<file path="config.mk">
export PLATFORM = sky130hd
export DESIGN_NAME = ppfifo_2_axi_stream
export DESIGN_NICKNAME = d
export VERILOG_FILES = /design/src/rtl/ppfifo_2_axi_stream_pkg.sv /design/src/rtl/ppfifo_2_axi_stream_axi_out_reg.sv /design/src/rtl/ppfifo_2_axi_stream.sv
export SDC_FILE = /design/constraint.sdc
export NUM_CORES = 1
export LEC_CHECK = 0
export ABC_AREA = 1
export BUFFER_PORTS_ARGS = -buffer_cell sky130_fd_sc_hd__buf_4
export CORE_MARGIN = 8
export CORE_UTILIZATION = 50
export DETAILED_ROUTE_END_ITERATION = 6
export GPL_ROUTABILITY_DRIVEN = 1
export PLACE_DENSITY = 0.71
export SLEW_MARGIN = 20
export SYNTH_ARGS = -nofsm -noshare
export SYNTH_HDL_FRONTEND = slang
export SYNTH_SLANG_ARGS = --single-unit
</file>
<file path="constraint.sdc">
create_clock -name clk -period 2.5 [get_ports clk]
set_clock_uncertainty 0.05 [all_clocks]
set_input_delay 0.125 -clock clk [delete_from_list [all_inputs] [get_ports clk]]
set_output_delay 0.125 -clock clk [all_outputs]
set_load 0.005 [all_outputs]
</file>
<file path="src/rtl/ppfifo_2_axi_stream_pkg.sv">
// Shared Ping Pong FIFO definitions used by the PPFIFO stream reader and writer.
package ppfifo_2_axi_stream_pkg;

  localparam int PPFIFO_SIZE_W = 24;

  typedef enum logic [1:0] {
    IDLE    = 2'd0,
    READY   = 2'd1,
    RELEASE = 2'd2
  } ppfifo_state_e;

endpackage

</file>
<file path="src/rtl/ppfifo_2_axi_stream_axi_out_reg.sv">
// Single-entry AXI stream output register: loads on a FIFO pop, holds while
// the consumer stalls, drains when the consumer accepts and nothing new arrives.
module axi_out_reg #(
  parameter int DATA_WIDTH = 32
) (
  input  logic                  clk,
  input  logic                  rst,
  input  logic                  load,
  input  logic [DATA_WIDTH-1:0] load_data,
  input  logic                  load_last,
  input  logic                  ready,
  output logic                  valid,
  output logic [DATA_WIDTH-1:0] data,
  output logic                  last
);

  logic [DATA_WIDTH-1:0] data_p0;
  logic                  last_p0;
  logic                  vld_p0;

  // stage p0: output beat register
  always_ff @(posedge clk) begin
    if (rst) begin
      vld_p0  <= 1'b0;
      last_p0 <= 1'b0;
      data_p0 <= '0;
    end else if (load) begin
      vld_p0  <= 1'b1;
      last_p0 <= load_last;
      data_p0 <= load_data;
    end else if (vld_p0 && ready) begin
      vld_p0  <= 1'b0;
      last_p0 <= 1'b0;
    end
  end

  assign valid = vld_p0;
  assign data  = data_p0;
  assign last  = last_p0;

endmodule

</file>
<file path="src/rtl/ppfifo_2_axi_stream.sv">
// Drains Ping Pong FIFO read blocks onto an AXI stream, one packet per block,
// with TLAST on the final word of each block.
module ppfifo_2_axi_stream
  import ppfifo_2_axi_stream_pkg::*;
#(
  parameter int DATA_WIDTH = 32
) (
  input  logic                     clk,
  input  logic                     rst,
  output logic                     o_ppfifo_clk,
  input  logic                     i_ppfifo_rdy,
  output logic                     o_ppfifo_act,
  input  logic [PPFIFO_SIZE_W-1:0] i_ppfifo_size,
  output logic                     o_ppfifo_stb,
  input  logic [DATA_WIDTH-1:0]    i_ppfifo_data,
  output logic                     o_axi_valid,
  input  logic                     i_axi_ready,
  output logic [DATA_WIDTH-1:0]    o_axi_data,
  output logic [DATA_WIDTH/8-1:0]  o_axi_keep,
  output logic                     o_axi_last
);

  ppfifo_state_e            state, state_nxt;
  logic [PPFIFO_SIZE_W-1:0] r_size, size_nxt;
  logic [PPFIFO_SIZE_W-1:0] r_count, count_nxt;
  logic                     act_nxt;
  logic                     stb;
  logic                     blk_done;
  logic                     last_word;

  assign o_ppfifo_clk = clk;
  assign o_axi_keep   = '1;

  assign blk_done  = (r_count == r_size);
  assign last_word = (r_count == (r_size - PPFIFO_SIZE_W'(1)));
  // Pop only when the output register is empty or being drained this cycle.
  assign stb = (state == READY) && (r_count < r_size) &&
               (!o_axi_valid || i_axi_ready);
  assign o_ppfifo_stb = stb;

  always_comb begin
    state_nxt = state;
    size_nxt  = r_size;
    count_nxt = r_count;
    act_nxt   = o_ppfifo_act;
    unique case (state)
      IDLE: begin
        act_nxt = 1'b0;
        if (i_ppfifo_rdy && !o_ppfifo_act) begin
          act_nxt   = 1'b1;
          size_nxt  = i_ppfifo_size;
          count_nxt = '0;
          state_nxt = READY;
        end
      end
      READY: begin
        if (stb) begin
          count_nxt = r_count + PPFIFO_SIZE_W'(1);
        end
        // Leave on the final pop so the block is released without a dead cycle.
        if (blk_done || (stb && last_word)) begin
          state_nxt = RELEASE;
        end
      end
      RELEASE: begin
        act_nxt   = 1'b0;
        state_nxt = IDLE;
      end
      default: begin
        act_nxt   = 1'b0;
        state_nxt = IDLE;
      end
    endcase
  end

  always_ff @(posedge clk) begin
    if (rst) begin
      state        <= IDLE;
      o_ppfifo_act <= 1'b0;
      r_size       <= '0;
      r_count      <= '0;
    end else begin
      state        <= state_nxt;
      o_ppfifo_act <= act_nxt;
      r_size       <= size_nxt;
      r_count      <= count_nxt;
    end
  end

  axi_out_reg #(
    .DATA_WIDTH(DATA_WIDTH)
  ) u_axi_out_reg (
    .clk      (clk),
    .rst      (rst),
    .load     (stb),
    .load_data(i_ppfifo_data),
    .load_last(last_word),
    .ready    (i_axi_ready),
    .valid    (o_axi_valid),
    .data     (o_axi_data),
    .last     (o_axi_last)
  );

endmodule
</file>
==> metrics <==
share of cells above drive strength 1=about 20%; clock-pin slew on the worst setup and hold paths=approximately 0.1 ns; Synth top area share=between 30 and 40%; crit path max fanout=4; final antenna-violating net count=0; number of synthesized flops with an enable pin=0; Final GP Congestion=0.931; Detail Placement HPWL=around 12000 um; Pwr per Cell Area=about 570 nW/um^2; pre-CTS WS=between 0.2 and 0.25 ns; CP endpoint kind=output port; final net count=a little over 1000; GRT Total Usage=around a quarter; Starting Density=between 50% and 60%; Seq cells post-synth=85; die width=approximately 120 um; register area share after synthesis=between 30% and 40%; ANT cells=0; commonest non-fill, non-tap cells in the layout=217 x nand2_1, 129 x buf_4, 90 x a21oi_1; largest area contributor in the netlist=dfxtp_1; DRT Wirelength=17100 um; Critical Path Start Type=flop; Max IR drop VDD=~450 uV; Setup WS post-layout=0.107 ns; Via density=5.37; Critical Path RT=between 2 and 2.5 ns; Post-Syn Area=approximately 5200 um^2; status=complete, no violations; largest cells by area after synthesis=dfxtp_1 33%, nand2_1 16%, a21oi_1 8.8%; Worst EP arrival=roughly 2.2 ns; drt first pass iters=5; P&R area growth vs syn=37.5%; CP max stage cell=dfxtp_4; Die Ht=roughly 120 um; most common cell after layout, fill and taps aside=nand2_1; asr flop ratio synth=0%; final hold vios=0; fin. max-slew vios=0; warnings from Yosys=0; total gr overflow=0; final setup violation count=0; distinct cell type count of the synthesized netlist=33; via count=between 5000 and 6000; Max Clock Freq=approximately 420 MHz; 1st-iter DRT viols=between 500 and 600; Top FF cell, synth=dfxtp_1; first-pass GRT wire length=between 20000 and 30000 um; die area=13800 um^2; FILL cells=845; crit path cell chain=inv_1 -> ha_1 -> a21oi_1 -> o21ai_0 -> nand2_1 -> nand2_2 -> nand2_2 -> nand3_2 -> nor2_4 -> buf_12 -> buf_4; worst path bufs/invs=3; Leakage Power=3.21 nW; RSZ-0062 raised after global routing=false; Wirelength per Cell=~16 um; Top delay family on crit path=simple AND/OR/NAND/NOR gates; vias in the first global route=5816; IO Count=101; Slew @ Worst Pin=0.866 ns; Gate Count Post-Synth=784; row count=37; worst hold path type=in -> reg; Max Cap Viol=0; Residual DRC=0; clk_lat worst skew=between 0.4 and 0.5 ns; core region area=about 10000 um^2; setup TNS=0 ns; Final min period=between 2 and 2.5 ns; crit path kind=reg -> out; Crit path top cell by count=nand2_2; period utilization=between 90 and 100%; CTS tree=done; antenna violations before repair=0; port buffer count=96; Crit path largest cell delay=0.38 ns; largest net degree at the start of global routing=between 50 and 60; Mean Syn Cell Area=~6.6 um^2; Worst slew margin=between 40 and 50%
[routing by layer]
layer	routed length [um]	part of all wire [%]	track usage (%)
met5	0	0	0
met4	584	3.4	12.3
met3	1310	7.6	6.38
met2	8150	48	40.6
met1	7080	41	27.8
[stage by stage]
stage                     hold WS [ns]  cell area (um^2)  std cells  utilization, %  power (mW)
after global placement           0.156              6090       1010            59.8        2.65
after detailed placement         0.156              6090       1010            59.8        2.67
after floorplan                  0.156              5170        787               -        2.30
final                           0.0864              7090       1093            69.7        4.06
after CTS                       0.0755              7020       1091            68.9        4.02
after global routing            0.0932              7090       1093            69.7        4.29
[cell type report]
cell class                      count  area [um^2]  share of cell area, %
Tap cell                          136          170                   2.40
Timing Repair Buffer              188         1590                   22.5
Multi-Input combinational cell    594         3070                   43.2
Clock inverter                      7         96.3                   1.36
Clock buffer                       13          173                   2.43
Sequential cell                    85         1730                   24.4
Inverter                           70          263                   3.70
[kinds of logic (layout without fill, tap and decap cells)]
kind of cell / count (synthesis) / after routing / synth area share, %
other: 1 / 4 / 0.0727
AND/OR/NAND/NOR: 399 / 399 / 33.5
adder cells (fa/ha/maj): 26 / 26 / 6.30
AO/OA/AOI/OAI: 139 / 139 / 13.8
buffers and inverters: 108 / 278 / 8.97
flip-flops: 85 / 85 / 33.0
XOR/XNOR: 26 / 26 / 4.41
[sequential cells by signal, summed over array words and instances (netlist names)]
| signal | flops |
|---|---|
| u_axi_out_reg.valid | 1 |
| u_axi_out_reg.data | 32 |
| r_count | 24 |
| u_axi_out_reg.last | 1 |
| o_ppfifo_act | 1 |
| state | 2 |
| r_size | 24 |
[final timing paths]
path	start	to	slack (ns)	cells past startpoint
hold reg to reg	u_axi_out_reg.data[0]	u_axi_out_reg.data[0]	0.42	2
setup / recovery	r_size[3]	o_ppfifo_stb	0.11	11
hold / removal	rst	u_axi_out_reg.data[30]	0.09	2
setup reg to reg	r_size[2]	r_count[8]	0.13	14
[Yosys cell counts, types with 2 or more instances]
cell and number:
xor2_1 21, nand4_1 27, nor2_4 3, inv_1 68, nand3_1 38, o21ai_0 41, nand2_1 220, dfxtp_1 85
buf_6 2, xnor2_1 5, nor2_2 3, nand3b_1 6, nor3_1 9, clkbuf_1 21, nor4_1 5, ha_1 26
a31oi_1 3, o21a_1 2, inv_2 2, a21oi_1 91, nor2_1 82, buf_2 4, buf_4 10
[repair_timing]
action / CTS / global route
resized for setup: 12 / 20
setup endpoints to repair: 1 / 25
setup buffers: 3 / 2
endpoints found under the hold margin: 59 / 0
pin swaps: 1 / 8
hold buffers: 58 / 0
gates cloned: 1 / 0
[where the power goes]
| part | internal (mW) | switching (mW) |
|---|---|---|
| registers | 1.46 | 0.0875 |
| clock network | 0.690 | 0.576 |
| logic | 0.519 | 0.724 |
No activity file was read; power rests on OpenSTA's default activity.
